`src/rtl/pipeline_stall_ctrl.sv`:
```
// Stall/flush sequencer for the 5-stage RV32 pipeline: merges hazard-unit requests with
// data-memory wait states and the multi-cycle MDU, with a memory timeout watchdog and stall counter.
//
// state    | meaning
// RUN      | normal flow, hazard requests pass through
// MEM_WAIT | M stage waiting on data memory, watchdog running
// MDU_WAIT | E stage waiting on mul/div result, M holds a bubble
// HALT     | memory timed out, pipeline frozen until reset
module pipeline_stall_ctrl #(
    parameter int MEM_TIMEOUT = 16,
    parameter int CNT_W       = 16
) (
    input  logic             clk,
    input  logic             reset,
    input  logic             stallF_h,
    input  logic             stallD_h,
    input  logic             FlushD_h,
    input  logic             FlushE_h,
    input  logic             MemReqM,
    input  logic             MemReadyM,
    input  logic             MduReqE,
    input  logic             MduDoneE,
    output logic             StallF,
    output logic             StallD,
    output logic             StallE,
    output logic             StallM,
    output logic             FlushD,
    output logic             FlushE,
    output logic             FlushM,
    output logic             FlushW,
    output logic             MduStart,
    output logic             MemErr,
    output logic [CNT_W-1:0] PerfStallCnt
);

    localparam int WC_W = $clog2(MEM_TIMEOUT);
    localparam logic [WC_W-1:0] WC_LOAD = WC_W'(MEM_TIMEOUT - 1);

    typedef enum logic [1:0] {
        RUN      = 2'd0,
        MEM_WAIT = 2'd1,
        MDU_WAIT = 2'd2,
        HALT     = 2'd3
    } state_e;

    state_e            state_q, state_d;
    logic [WC_W-1:0]   wait_cnt_q, wait_cnt_d;
    logic              mem_err_q, mem_err_d;
    logic [CNT_W-1:0]  perf_q, perf_d;

    always_comb begin
        state_d    = state_q;
        wait_cnt_d = wait_cnt_q;
        mem_err_d  = mem_err_q;
        StallF     = 1'b0;
        StallD     = 1'b0;
        StallE     = 1'b0;
        StallM     = 1'b0;
        FlushD     = 1'b0;
        FlushE     = 1'b0;
        FlushM     = 1'b0;
        FlushW     = 1'b0;
        MduStart   = 1'b0;

        case (state_q)
            RUN: begin
                if (MemReqM && !MemReadyM) begin
                    {StallF, StallD, StallE, StallM} = 4'b1111;
                    FlushW     = 1'b1;
                    state_d    = MEM_WAIT;
                    wait_cnt_d = WC_LOAD;
                end else if (MduReqE) begin
                    {StallF, StallD, StallE} = 3'b111;
                    FlushM   = 1'b1;
                    MduStart = 1'b1;
                    state_d  = MDU_WAIT;
                end else begin
                    StallF = stallF_h;
                    StallD = stallD_h;
                    FlushD = FlushD_h;
                    FlushE = FlushE_h;
                end
            end
            MEM_WAIT: begin
                if (MemReadyM) begin
                    state_d = RUN;
                end else begin
                    {StallF, StallD, StallE, StallM} = 4'b1111;
                    FlushW = 1'b1;
                    // Down-counter reaching zero means MEM_TIMEOUT cycles spent here.
                    if (wait_cnt_q == '0) begin
                        state_d   = HALT;
                        mem_err_d = 1'b1;
                    end else begin
                        wait_cnt_d = wait_cnt_q - 1'b1;
                    end
                end
            end
            MDU_WAIT: begin
                if (MduDoneE) begin
                    state_d = RUN;
                end else begin
                    {StallF, StallD, StallE} = 3'b111;
                    FlushM = 1'b1;
                end
            end
            HALT: begin
                {StallF, StallD, StallE, StallM} = 4'b1111;
            end
            default: state_d = RUN;
        endcase

        if (!reset) begin
            {StallF, StallD, StallE, StallM} = 4'b0000;
            {FlushD, FlushE, FlushM, FlushW} = 4'b0000;
            MduStart = 1'b0;
        end
    end

    assign perf_d = (StallF && (perf_q != {CNT_W{1'b1}})) ? perf_q + 1'b1 : perf_q;

    always_ff @(posedge clk) begin
        if (!reset) begin
            state_q    <= RUN;
            wait_cnt_q <= '0;
            mem_err_q  <= 1'b0;
            perf_q     <= '0;
        end else begin
            state_q    <= state_d;
            wait_cnt_q <= wait_cnt_d;
            mem_err_q  <= mem_err_d;
            perf_q     <= perf_d;
        end
    end

    assign MemErr       = reset & mem_err_q;
    assign PerfStallCnt = reset ? perf_q : '0;

endmodule
```
`config.mk`:
```
export PLATFORM = sky130hd
export DESIGN_NAME = pipeline_stall_ctrl
export DESIGN_NICKNAME = d
export VERILOG_FILES = /design/src/rtl/pipeline_stall_ctrl.sv
export SDC_FILE = /design/constraint.sdc
export NUM_CORES = 1
export LEC_CHECK = 0
export CAP_MARGIN = 20
export CELL_PAD_IN_SITES_DETAIL_PLACEMENT = 1
export CELL_PAD_IN_SITES_GLOBAL_PLACEMENT = 2
export CORE_UTILIZATION = 29
export DETAILED_ROUTE_END_ITERATION = 10
export GPL_TIMING_DRIVEN = 0
export PLACE_DENSITY_LB_ADDON = 0.1
export SLEW_MARGIN = 20
export SYNTH_ARGS = -nofsm -noshare
export SYNTH_HDL_FRONTEND = slang
export SYNTH_SLANG_ARGS = --single-unit
```
`constraint.sdc`:
```
create_clock -name clk -period 7.6 [get_ports clk]
set_clock_uncertainty 0.2 [all_clocks]
set_input_delay 1.52 -clock clk [delete_from_list [all_inputs] [get_ports clk]]
set_output_delay 1.52 -clock clk [all_outputs]
set_load 0.005 [all_outputs]
```
== Word level (Yosys, flattened, before mapping) ==
Index checks and enable logic that the tools add are counted.

* Add/subtract/negate cells: 2
* Equality and inequality tests: 10
* Mux-type cells: 43
* Bitwise gates (word level): 2
* Reductions and logical operators: 10

{| class="wikitable"
|+ Operators with widths
! operator !! count
|-
| $mux W1 || 26
|-
| $add A16 B1 Y16 const B || 1
|-
| $mux W16 || 1
|-
| $ne A16 B16 Y1 const B || 1
|-
| $mux W4 || 3
|-
| $pmux W1 S4 || 3
|-
| $mux W2 || 5
|-
| $ne A2 B2 Y1 const B || 4
|-
| $pmux W4 S2 || 1
|-
| $reduce_and A4 Y1 || 2
|-
| $ne A3 B3 Y1 const B || 2
|-
| $pmux W2 S3 || 1
|-
| $eq A2 B2 Y1 const B || 2
|-
| $logic_not A4 Y1 || 1
|-
| $pmux W1 S2 || 2
|-
| $sub A4 B1 Y4 const B || 1
|-
| $pmux W1 S3 || 1
|-
| $reduce_and A3 Y1 || 1
|-
| $reduce_bool A3 Y1 || 1
|-
| $eq A2 B1 Y1 const B || 1
|-
| $logic_and A1 B1 Y1 || 2
|-
| $logic_not A2 Y1 || 1
|-
| $reduce_bool A2 Y1 || 1
|-
| $and A1 B1 Y1 || 1
|-
| other kinds (2) || 2
|}

* Flip-flop bits (word level): 23
* Bits of input ports: 10
* Output and inout port bits: 26

== Longest topological paths before layout ==
* Word-level depth: 6
* Gate-level depth with buffers: 8
* Mapped depth without buffers: 7

== Worst setup path before layout ==
No wires, ideal clock.

* Path type: input-to-output
* Start: input port reset
* End: output port FlushM
* Data arrival time: 2.441 ns
* Data required time: 5.880 ns
* Slack: 3.439 ns
* Cell stages on the path: 4
* Buffers on the path: 1
* Cells stage by stage: clkbuf_1 > clkinv_1 > nor3_1 > a21o_1

* Word-level cells in the longest chain between the ends: 1

{| class="wikitable"
|+ Ends and longest elaborated chain
! what !! line !! source
|-
| start: declaration || 14 || <nowiki>input logic reset,</nowiki>
|-
| $mux W1 || 113 || <nowiki>if (!reset) begin</nowiki>
|-
| end: declaration || 29 || <nowiki>output logic FlushM,</nowiki>
|}

No other way between the ends.

== Worst setup path after layout ==
* Start: input port reset
* End: output port PerfStallCnt[10]

* Word-level cells in the longest chain between the ends: 1

{| class="wikitable"
|+ Ends and longest elaborated chain
! what !! line !! source
|-
| $mux W16 || 137 || <nowiki>assign PerfStallCnt = reset ? perf_q : '0;</nowiki>
|-
| end: declaration || 33 || <nowiki>output logic [CNT_W-1:0] PerfStallCnt</nowiki>
|}

No other way between the ends.

==> results.toml <==
[status]
status = "complete, no violations"

[clock_tree]
htreeDepth = 1
post_cts_buffers = 0
cts_root_buf = "clkbuf_8"
cts_resized = 0
clkTransAtPathRegs_ps = 90
cts_hold_buf = 0
cts_tree = "yes"
cts_sinks = 23
cts_made_buffers = 3
cts_buffer_depth = 2
clkLatencyLatePin_ps = 260

[worst_setup_path]
worstReg2RegEnd = "perf_q[15]"
r2r_slack_ps = 4820
reg2regPathDepth = 8
cp-start-kind = "input port"
worstSetupPathType = "input port to primary output"
critPathRequiredTime_ps = 5880
cpPeakStageDelay_ps = 510
crit_chain = "clkdlybuf4s50_1 > clkbuf_1 > clkinv_1 > clkbuf_1 > nor2_1 > clkdlybuf4s50_1"
cp-end-kind = "primary output"
arrival_ps = 3860
slowest_stage = "clkdlybuf4s50_1"
cp_max_fo = 10
r2r-start = "state_q[1]"

[power]
ir_drop_v = 0.000113
p_total_uw = 426
p_leak_uw = 0.000793
power_density_mw_per_mm2 = 226

[die]
initial_core_util_pct = 30.1
core_mm2 = 0.00469
ios = 36
num_rows = 25
dieArea_mm2 = 0.00516
die_w_um = 71.8
die_h_um = 71.8

[final_layout]
final_cell_mix = "clkdlybuf4s50_1, dfxtp_1, nand2_1"
layout-drive-gt1-share_pct = 4.15
fin_cells = 271
final_common_cell = "clkdlybuf4s50_1"
antenna_cells = 0
syn2layout_area_growth_pct = 32.9
nNetsFinal = 237

[detailed_routing]
via_per_inst = 5.08
drt_wl_total_mm = 3.93
vias = 1378
firstDrtPassIters = 4
dr.first_iter.drc_count = 44
route.detailed.drc = 0
drt.antenna.violating_nets = 0
wl_per_cell_um = 14.5

[global_route]
grt_start_max_net_pins = 14
grt_usage_pct = 16.5
grt_pass1_wl_mm = 6.69
grt_pass1_vias = 1438
antenna_found_initial = 0
grt_overflow = 0

[synth]
ys_seq_area_share_pct = 32.6
synth_area_leader_cell = "dfxtp_1"
synth_area_per_cell_um2 = 7.94
ys_types = 38
synth_edf_count = 0
yosys_warnings = 0
synth-main-ff-cell = "dfxtp_1"
syn-instance-count = 178
netlist_area_mm2 = 0.00141
async_flop_share_pct = 0
synth_seq_cells = 23
syn-num-nets = 197
netlist_top_cells_area = "dfxtp_1, ha_1, and2_1"
synth_top_area_share_pct = 32.6

[sta]
worst_pin_slew_ps = 783
setup_viol = 0
clock.fmax_mhz = 179
rsz0062_at_grt = "no"
hold_ws_ps = 273
drv_slew = 0
fin_crit_ps = 5580
max-slew-margin-rel_pct = 47.2
finalHoldViolations = 0
fin_crit_sh_pct = 73.4
setup_slack_ps = 2020
tns_ps = 0

[hold_path]
min_to = "perf_q[5]"
hold_path_class = "flip-flop to flip-flop"
holdPathStages = 1
holdCritStartpoint = "perf_q[5]"

[placement]
placed_cells = 267
place_congestion = 0.695
pre_cts_ws_ps = 1970
place_hpwl_mm = 3.04
port_buffers = 35

[job]
cap_violations = 0
## cells in the mapped netlist, types with 2 or more instances
cell type / number
a211oi_1: 4
a21o_1: 2
a21oi_1: 5
and2_1: 12
and3_1: 5
clkbuf_1: 3
dfxtp_1: 23
ha_1: 9
inv_1: 14
mux2i_1: 6
nand2_1: 18
nand2b_1: 2
nand3_1: 7
nand4_1: 5
nor2_1: 17
nor2b_1: 3
nor3_1: 9
nor4_1: 4
o21ai_0: 5
o31ai_1: 2
or4_1: 4
xnor2_1: 2
xor2_1: 2
## registers in the layout, summed over array words and instances (netlist names)
| signal | count |
|---|---|
| state_q | 2 |
| perf_q | 16 |
| mem_err_q | 1 |
| wait_cnt_q | 4 |
## stage by stage
stage               utilization (%)  cell area (um2)
finish                         40.1             1880
global route                   40.1             1880
CTS                            40.0             1880
detailed placement             39.0             1830
global placement               39.0             1830
floorplan                         -             1410
## logic make-up after synthesis
logic type	count (synthesis)	synth area share, %
AO/OA/AOI/OAI	24	12.2
XOR/XNOR	4	2.48
AND/OR/NAND/NOR	92	34.6
buffers and inverters	19	5.13
multiplexers	7	5.04
adder cells (fa/ha/maj)	9	7.96
flip-flops	23	32.6
## worst max-delay path: cells and delay by family
kind	cells	cell delay, ps
buffers and inverters	5	2180
and+or+nand+nor	1	150
## power breakdown
part           total [uW]  internal (uW)  leakage, uW  switching (uW)
Combinational         188           88.1     0.000581             100
Sequential            159            139     0.000187            20.2
Clock                77.9           36.6    0.0000255            41.3
Total                 426            264     0.000793             162
## final cells by class
| type | count | area [um2] |
|---|---|---|
| Clock buffer | 3 | 41.3 |
| Buffer | 4 | 16.3 |
| Multi-Input combinational cell | 136 | 882 |
| Tap cell | 54 | 67.6 |
| Clock inverter | 1 | 5.00 |
| Timing Repair Buffer | 35 | 350 |
| Fill cell | 576 | 2810 |
| Inverter | 15 | 56.3 |
| Sequential cell | 23 | 460 |
## worst max path at each step
stage,start,cells after the start,endpoint
floorplan,reset,4,FlushM
global placement,reset,6,PerfStallCnt[10]
detailed placement,reset,6,FlushD
CTS,reset,6,FlushD
global route,reset,6,PerfStallCnt[10]
finish,reset,6,PerfStallCnt[10]
## per-layer routing
metal / vias to the layer above / part of all wire [%] / track usage, %
met3: 2 / 3.1 / 2.53
met5: - / 0 / 0
met4: 0 / 0.74 / 5.23
li1: 706 / - / -
met1: 647 / 50 / 22.6
met2: 23 / 46 / 26.6
(Power assumes the default switching activity.)
